===== src/rtl/mult_pkg.sv =====
// -----------------------------------------------------------------------------
// mult_pkg
// Shared constants for the sequential shift-and-add multiplier.
//   ST_IDLE / ST_CALC / ST_DONE : FSM state encodings (2 bits)
//   MULT_W                      : operand width (8, set by the adder8_fa ripple adder)
//   PROD_W                      : product width (2 * MULT_W)
//   STEPS                       : partial products per multiply (one per clock)
// -----------------------------------------------------------------------------
package mult_pkg;

  typedef logic [1:0] state_t;

  localparam state_t ST_IDLE = 2'd0;
  localparam state_t ST_CALC = 2'd1;
  localparam state_t ST_DONE = 2'd2;

  localparam int MULT_W = 8;
  localparam int PROD_W = 16;
  localparam int STEPS  = 8;

endpackage


===== src/rtl/adder8_fa.sv =====
// -----------------------------------------------------------------------------
// adder8_fa
// 8-bit ripple-carry adder built from a chain of full-adder cells.
// Ports:
//   a    in  8  addend
//   b    in  8  addend
//   cin  in  1  carry in
//   sum  out 8  a + b + cin, low 8 bits
//   cout out 1  carry out (bit 8 of the sum)
// -----------------------------------------------------------------------------
module adder8_fa
  import mult_pkg::*;
(
  input  logic [MULT_W-1:0] a,
  input  logic [MULT_W-1:0] b,
  input  logic              cin,
  output logic [MULT_W-1:0] sum,
  output logic              cout
);

  // c[i] is the carry into bit i; c[MULT_W] is the final carry out.
  logic [MULT_W:0] c;

  assign c[0] = cin;

  for (genvar i = 0; i < MULT_W; i++) begin : g_fa
    assign sum[i]  = a[i] ^ b[i] ^ c[i];
    assign c[i+1]  = (a[i] & b[i]) | (c[i] & (a[i] ^ b[i]));
  end

  assign cout = c[MULT_W];

endmodule


===== src/rtl/mult8_shift_add.sv =====
// -----------------------------------------------------------------------------
// mult8_shift_add
// Sequential 8x8 unsigned shift-and-add multiplier, one partial product per
// clock, feeding an adder8_fa instance every cycle.
//
// Handshake: a request is accepted on a rising clk edge where start=1 and the
// FSM is in IDLE or DONE; a/b are captured on that same edge. busy is high for
// the STEPS cycles of CALC, and start is ignored there. done is high while in
// DONE; product changes only on the CALC->DONE edge (or on a zero-skip load)
// and holds otherwise.
//
// Parameters:
//   WIDTH        operand width, only 8 is supported (adder8_fa is 8 bits)
//   DONE_STICKY  0: done is a one-cycle pulse; 1: done holds until next start
//
// Build option:
//   MULT_ZERO_SKIP_EN  when defined, an accepted start with a==0 or b==0 goes
//                      straight to DONE with product=0 (done one cycle later).
//
// Ports:
//   clk      in   1        rising-edge clock
//   rst_n    in   1        asynchronous active-low reset
//   start    in   1        request
//   a        in   WIDTH    multiplicand
//   b        in   WIDTH    multiplier
//   busy     out  1        high while in CALC
//   done     out  1        result-valid strobe
//   product  out  2*WIDTH  registered a*b
// -----------------------------------------------------------------------------
module mult8_shift_add
  import mult_pkg::*;
#(
  parameter int WIDTH       = 8,
  parameter bit DONE_STICKY = 1'b0
) (
  input  logic               clk,
  input  logic               rst_n,
  input  logic               start,
  input  logic [WIDTH-1:0]   a,
  input  logic [WIDTH-1:0]   b,
  output logic               busy,
  output logic               done,
  output logic [2*WIDTH-1:0] product
);

  state_t state;
  state_t state_nxt;

  logic [WIDTH-1:0] mcand;
  logic [WIDTH-1:0] acc_hi;
  logic [WIDTH-1:0] acc_lo;   // multiplier bits, consumed LSB first
  logic [2:0]       cnt;

  logic             load;
  logic             zero_skip;
  logic             last_step;

  logic [WIDTH-1:0] add_sum;
  logic             add_cout;
  logic [WIDTH:0]   step;     // {carry, sum} of this cycle's partial add

  // A request is only seen in IDLE or DONE; DONE re-loads directly so
  // back-to-back multiplies have no idle cycle between them.
  assign load      = start && ((state == ST_IDLE) || (state == ST_DONE));
  assign last_step = (cnt == 3'(STEPS - 1));

`ifdef MULT_ZERO_SKIP_EN
  assign zero_skip = (a == '0) || (b == '0);
`else
  assign zero_skip = 1'b0;
`endif

  adder8_fa u_adder (
    .a    (acc_hi),
    .b    (mcand),
    .cin  (1'b0),
    .sum  (add_sum),
    .cout (add_cout)
  );

  // Add the multiplicand only when the current multiplier bit is set;
  // otherwise pass the high half through with a zero carry.
  assign step = acc_lo[0] ? {add_cout, add_sum} : {1'b0, acc_hi};

  // ---------------------------------------------------------------------------
  // FSM: state register
  // ---------------------------------------------------------------------------
  always_ff @(posedge clk or negedge rst_n) begin
    if (!rst_n) begin
      state <= ST_IDLE;
    end else begin
      state <= state_nxt;
    end
  end

  // ---------------------------------------------------------------------------
  // FSM: next-state logic
  // ---------------------------------------------------------------------------
  always_comb begin
    state_nxt = state;
    case (state)
      ST_IDLE: begin
        if (start) state_nxt = zero_skip ? ST_DONE : ST_CALC;
      end
      ST_CALC: begin
        if (last_step) state_nxt = ST_DONE;
      end
      ST_DONE: begin
        if (start)             state_nxt = zero_skip ? ST_DONE : ST_CALC;
        else if (!DONE_STICKY) state_nxt = ST_IDLE;
      end
      default: state_nxt = ST_IDLE;
    endcase
  end

  // ---------------------------------------------------------------------------
  // FSM: outputs
  // ---------------------------------------------------------------------------
  always_comb begin
    busy = 1'b0;
    done = 1'b0;
    case (state)
      ST_CALC: busy = 1'b1;
      ST_DONE: done = 1'b1;
      default: ;
    endcase
  end

  // ---------------------------------------------------------------------------
  // Datapath: operand capture, shifting accumulator, product register
  // ---------------------------------------------------------------------------
  always_ff @(posedge clk or negedge rst_n) begin
    if (!rst_n) begin
      mcand   <= '0;
      acc_hi  <= '0;
      acc_lo  <= '0;
      cnt     <= '0;
      product <= '0;
    end else if (load) begin
      mcand  <= a;
      acc_hi <= '0;
      acc_lo <= b;
      cnt    <= '0;
      if (zero_skip) product <= '0;
    end else if (state == ST_CALC) begin
      // The shift drops the multiplier bit just used and brings the adder
      // result in at the top.
      {acc_hi, acc_lo} <= {step, acc_lo[WIDTH-1:1]};
      cnt              <= cnt + 3'd1;
      if (last_step) product <= {step, acc_lo[WIDTH-1:1]};
    end
  end

endmodule


===== config.mk =====
export PLATFORM = sky130hd
export DESIGN_NAME = mult8_shift_add
export DESIGN_NICKNAME = d
export VERILOG_FILES = /design/src/rtl/mult_pkg.sv /design/src/rtl/adder8_fa.sv /design/src/rtl/mult8_shift_add.sv
export SDC_FILE = /design/constraint.sdc
export NUM_CORES = 1
export LEC_CHECK = 0
export CAP_MARGIN = 20
export CELL_PAD_IN_SITES_DETAIL_PLACEMENT = 1
export CELL_PAD_IN_SITES_GLOBAL_PLACEMENT = 2
export CORE_MARGIN = 1
export CORE_UTILIZATION = 30
export DETAILED_ROUTE_END_ITERATION = 8
export HOLD_SLACK_MARGIN = 0.02
export PLACE_DENSITY_LB_ADDON = 0.25
export SLEW_MARGIN = 30
export SYNTH_ARGS = -nofsm -noshare
export SYNTH_HDL_FRONTEND = slang
export SYNTH_HIERARCHICAL = 1
export SYNTH_SLANG_ARGS = --single-unit

===== constraint.sdc =====
create_clock -name clk -period 5.4 [get_ports clk]
set_clock_uncertainty 0.1 [all_clocks]
set_input_delay 1.08 -clock clk [delete_from_list [all_inputs] [get_ports clk]]
set_output_delay 1.08 -clock clk [all_outputs]
set_load 0.01 [all_outputs]

==> Word-level counts from Yosys, hierarchy flattened <==
Cells that the tools add are included.
{ "word_totals": {"ff_bits": 45, "inputBits": 19, "output_inout_bits": 18, "wordCells": 69} }
{ "op_classes": {"n_addsub": 1, "n_eq_ne": 5, "n_mux": 13, "bitwise": 38, "n_reduce_logical": 6} }
{ "ops": {"columns": ["cell", "count"], "rows": [
  ["two-way mux 8 bit", 4],
  ["bitwise AND 1 bit", 15],
  ["bitwise XOR 1 bit", 15],
  ["two-way mux 9 bit", 1],
  ["bitwise OR 1 bit", 7],
  ["two-way mux 3 bit", 2],
  ["one-hot mux 2 bit (3 select lines)", 1],
  ["two-way mux 2 bit", 2],
  ["!= test 2 bit (second input constant)", 2],
  ["adder 3 x 1 -> 3 bit (second input constant)", 1],
  ["== test 3 bit (second input constant)", 1],
  ["two-way mux 1 bit", 3],
  ["AND reduction 3 bit", 1],
  ["== test 2 x 1 -> 1 bit (second input constant)", 1],
  ["== test 2 bit (second input constant)", 1],
  ["logical NOT 2 bit", 1],
  ["AND reduction 2 bit", 1],
  ["nonzero test 2 bit", 1],
  ["logical AND 1 bit", 1],
  ["logical OR 1 bit", 1],
  ["NOT 1 bit", 1]
]} }

==> Depth between registers and ports, before layout <==
{ "depth": {"word_depth": 18, "ltp_mapped": 14, "ltp_nobuf": 14} }

==> Hierarchy <==
Netlist, hierarchy kept.
{ "by_module_without_submodules": {"columns": ["module", "instances", "cells_each", "area_each_um2", "seq_area_each_um2"], "rows": [
  ["mult8_shift_add", 1, 133, 1829.3, 1126.1],
  ["adder8_fa", 1, 18, 197.7, 0.0]
]} }

==> Least setup slack after synthesis <==
No wires, ideal clock.
{ "synth_path": {"path_type": "flip-flop to flip-flop", "start": "register acc_hi[0]", "end": "register product[14]", "setup_time_ps": 83, "arrival_time_ps": 3619, "required_time_ps": 5217, "slack_ps": 1598, "stages_incl_launch_ff": 15, "path_buffers": 0, "synth_period_minus_slack_ps": 3802, "cell_sequence": "dfrtp_1 -> fa_1 -> inv_1 -> fa_1 -> inv_1 -> fa_1 -> fa_1 -> fa_1 -> fa_1 -> fa_1 -> inv_1 -> fa_1 -> inv_1 -> mux2i_1 -> o21ai_0"} }
{ "synth_via": {"elab_chain_cells": 15} }
{ "synth_rtl": {"columns": ["item", "line", "source"], "rows": [
  ["from (decl)", "mult8_shift_add.sv:50", "logic [WIDTH-1:0] acc_hi;"],
  ["from (signal assigned)", "mult8_shift_add.sv:148", "{acc_hi, acc_lo} <= {step, acc_lo[WIDTH-1:1]};"],
  ["bitwise AND 1 bit (2 in series)", "adder8_fa.sv:28", "assign c[i+1] = (a[i] & b[i]) | (c[i] & (a[i] ^ b[i]));"],
  ["bitwise OR 1 bit", "adder8_fa.sv:28", null],
  ["bitwise AND 1 bit", "adder8_fa.sv:28", null],
  ["bitwise OR 1 bit", "adder8_fa.sv:28", null],
  ["bitwise AND 1 bit", "adder8_fa.sv:28", null],
  ["bitwise OR 1 bit", "adder8_fa.sv:28", null],
  ["bitwise AND 1 bit", "adder8_fa.sv:28", null],
  ["bitwise OR 1 bit", "adder8_fa.sv:28", null],
  ["bitwise AND 1 bit", "adder8_fa.sv:28", null],
  ["bitwise OR 1 bit", "adder8_fa.sv:28", null],
  ["bitwise AND 1 bit", "adder8_fa.sv:28", null],
  ["bitwise OR 1 bit", "adder8_fa.sv:28", null],
  ["bitwise XOR 1 bit", "adder8_fa.sv:27", "assign sum[i] = a[i] ^ b[i] ^ c[i];"],
  ["named net add_sum[7]", "mult8_shift_add.sv:58", "logic [WIDTH-1:0] add_sum;"],
  ["two-way mux 9 bit", "mult8_shift_add.sv:83", "assign step = acc_lo[0] ? {add_cout, add_sum} : {1'b0, acc_hi};"],
  ["to (signal assigned)", "mult8_shift_add.sv:150", "if (last_step) product <= {step, acc_lo[WIDTH-1:1]};"],
  ["to (decl)", "mult8_shift_add.sv:43", "output logic [2*WIDTH-1:0] product"]
]} }
The timed path passes the listed nets, and every way through them passes these cells.
A chain may end at the register's enable or synchronous reset.

==> Worst setup path in the final report <==
{ "layout_path": {"start": "register acc_hi[0]", "end": "register acc_hi[6]"} }
{ "layout_via": {"elab_chain_cells": 17} }
{ "layout_rtl": {"columns": ["item", "line", "source"], "rows": [
  ["bitwise AND 1 bit (2 in series)", "adder8_fa.sv:28", null],
  ["bitwise OR 1 bit", "adder8_fa.sv:28", null],
  ["bitwise AND 1 bit", "adder8_fa.sv:28", null],
  ["bitwise OR 1 bit", "adder8_fa.sv:28", null],
  ["bitwise AND 1 bit", "adder8_fa.sv:28", null],
  ["bitwise OR 1 bit", "adder8_fa.sv:28", null],
  ["bitwise AND 1 bit", "adder8_fa.sv:28", null],
  ["bitwise OR 1 bit", "adder8_fa.sv:28", null],
  ["bitwise AND 1 bit", "adder8_fa.sv:28", null],
  ["bitwise OR 1 bit", "adder8_fa.sv:28", null],
  ["bitwise AND 1 bit", "adder8_fa.sv:28", null],
  ["bitwise OR 1 bit", "adder8_fa.sv:28", null],
  ["bitwise XOR 1 bit", "adder8_fa.sv:27", null],
  ["named net add_sum[7]", "mult8_shift_add.sv:58", null],
  ["two-way mux 9 bit", "mult8_shift_add.sv:83", null],
  ["two-way mux 8 bit", "mult8_shift_add.sv:145", "end else if (state == ST_CALC) begin"],
  ["two-way mux 8 bit", "mult8_shift_add.sv:139", "end else if (load) begin"]
]} }
The timed path passes the listed nets, and every way through them passes these cells. The select of a mux whose other input is x is not followed.

==> impl_metrics.toml <==
[setup_path]
path_max_fanout = 3
setup.worst_path.start = "acc_hi[0]"
crit_end = "acc_hi[6]"
reg2reg_slack_ns = 1.31
path_delay_family = "adder cells"
required_ns = 5.51
reg2reg_from = "acc_hi[0]"
critical_path.max_stage_delay_ns = 0.43
reg2reg_depth = 14
slowest_stage = "fa_1"
crit_path_start_kind = "register"
crit_top_cell = "fa_1"
cp_cell_sequence = "fa_1 > inv_1 > fa_1 > inv_1 > fa_1 > fa_1 > fa_1 > fa_1 > fa_1 > inv_1 > fa_1 > inv_1 > mux2i_1 > o2bb2ai_1"
crit_type = "reg2reg"
cp.depth = 14
rr_endpoint = "acc_hi[6]"
endpoint_kind = "register"
cp.arrival_ns = 4.19
crit_buf_inv = 4

[pwr]
p_seq_frac = 0.409
powerDensity_nw_per_um2 = 609.4
leakage_nw = 1.150
combPwrFrac = 0.458
peakVddDrop_v = 0.0001381
p_int_uw = 963.0
clockPowerShare = 0.133
p_sw_uw = 569.5
netSwitchingFraction = 0.3716

[synth]
yosysTopAreaCell = "dfrtp_1"
syn-num-nets = 180
ys.warnings.count = 6
yosysSeqAreaShare = 0.5556
synth_most_common_cell = "dfrtp_1"
async_reset_ff_frac = 1.000
synth.distinct_cells = 24
synth_top_area_share = 0.5556
ys_seq_elements = 45
synth.avg_cell_area_sq_um = 13.42
synth_ff_type = "dfrtp_1"
synth.top_cells.by_count = "dfrtp_1 (45), mux2_2 (16), inv_1 (11)"
synthTopCellsByArea = "dfrtp_1 (56%), mux2_2 (8.9%), fa_1 (7.9%)"
syn_inst = 151
synth.cell_area_sq_um = 2027
synth-edff-count = 0

[hold_path]
holdCritPathClass = "reg2reg"
min_from = "product[13]"

[routing]
drc_errors = 4
wl_per_cell_microns = 15.47
vias = 1239
viasPerCell = 4.675
drt_iter0_drc = 55
drt_pass1_iterations = 5
finalWirelength_mm = 4.100
postRouteAntennaNets = 0

[place]
io_buffers = 36
hpwlAfterDp_mm = 2.999
placed_area_sq_um = 2429
gp_congestion = 0.7409

[sta]
hold_viol = 0
slew_violations = 0
fin_setup_tns_ns = 0
whs_ns = 0.3911
clock.fmax_ghz = 0.2447
worst_slew_pin_slew_ns = 0.5758
min_period_ns = 4.086
fin_crit_sh = 0.7566
relSlewSlack = 0.6161
setup_viol = 0
rsz0062_at_grt = "no"

[clocking]
cts_root_buf = "clkbuf_8"
cts_resized = 0
clkLatencyLatePin_ns = 0.29
clkSinkCount = 45
clock_path_buffers = 2
post-cts-setup-buffers = 0
holdBufCountCts = 0
cts_tree = "done"
clk_pin_slew_ns = 0.09
h-tree-depth = 2
cts_buffers = 5

[cells_and_area]
finalNetCount = 216
area_growth_pct = 24.07
fin_area_sq_um = 2515
diodes = 0
drive_above_1_share = 0.1543

[global_route]
grt_antenna_before_repair = 0
grt_max_degree = 46
grt_overflow_total = 0
first_global_vias = 1393
grt_first_pass_wirelength_mm = 7.113
grtUsageTotal = 0.1307

[floorplan]
die_area_sq_um = 7089
die_h_microns = 84.20
dieWidth_microns = 84.20
start_util = 0.3156
rows = 29
io_pins = 37
core_sq_um = 6422

[run_status]
outcome = "complete, but fails checks"
violations = "design-rule violations"

[run]
maxCapViolations = 0
-- area by class of cell --
| class | count | area [sq um] |
|---|---|---|
| Inverter | 12 | 45.04 |
| Timing Repair Buffer | 37 | 365.4 |
| Sequential cell | 45 | 1126 |
| Multi-Input combinational cell | 86 | 795.8 |
| Clock buffer | 5 | 68.82 |
| Fill cell | 686 | 3908 |
| Tap cell | 77 | 96.34 |
| Clock inverter | 3 | 17.52 |
-- cell families (layout without fill, tap and decap cells) --
group           count (synthesis)  count (layout)  share of synthesized area
flops                          45              45                     0.5556
fa+ha+maj                      10              10                    0.09135
mux                            24              24                     0.1284
buf+inv                        20              57                    0.05185
other cells                     1               1                   0.001850
simple gates                   16              16                    0.04074
compound gates                 35              35                     0.1303
-- registers in the layout, summed over array words and instances, names as in the netlist --
register	flops
acc_lo	8
state	2
mcand	8
acc_hi	8
cnt	3
product	16
-- worst min-delay path: stages, from the launching register on --
cell	delay (ns)
dfrtp_1	0.35
nand2_1	0.05
o21ai_0	0.06
-- power groups by stage --
stage	combinational, mW	clock (mW)	sequential [mW]
global route	0.787	0.229	0.655
global placement	0.695	0	0.628
finish	0.702	0.204	0.626
floorplan	0.471	0	0.618
CTS	0.717	0.216	0.630
detailed placement	0.719	0	0.636
-- worst min-delay path by stage --
stage	endpoint	depth (start not counted)
floorplan	acc_lo[1]	1
global placement	product[10]	2
detailed placement	product[15]	2
CTS	product[15]	2
global route	product[12]	2
finish	product[13]	2
-- stage by stage --
step / utilization / worst slack (ns) / power, mW / instances
after floorplan: - / 1.598 / 1.090 / 151
after global placement: 0.3778 / 1.459 / 1.323 / 257
after detailed placement: 0.3781 / 1.313 / 1.355 / 257
after CTS: 0.3916 / 1.302 / 1.564 / 265
after global routing: 0.3916 / 1.123 / 1.671 / 265
final: 0.3916 / 1.314 / 1.533 / 265
-- routing by layer --
layer / GRT usage / share of wire
met5: 0 / 0
met4: 0.05172 / 0.015
met3: 0.02950 / 0.028
met2: 0.1952 / 0.47
met1: 0.1849 / 0.49
-- cells in the final DEF (no fill, tap or decap), drive strengths merged, types with 5 or more instances in the layout --
cell type / instances
fa: 8
clkbuf: 5
o2bb2ai: 8
mux2i: 8
inv: 12
a21o: 7
nand2: 10
o21ai: 9
a22o: 9
mux2: 16
dfrtp: 45
clkdlybuf4s50: 35
(Power assumes the default switching activity.)
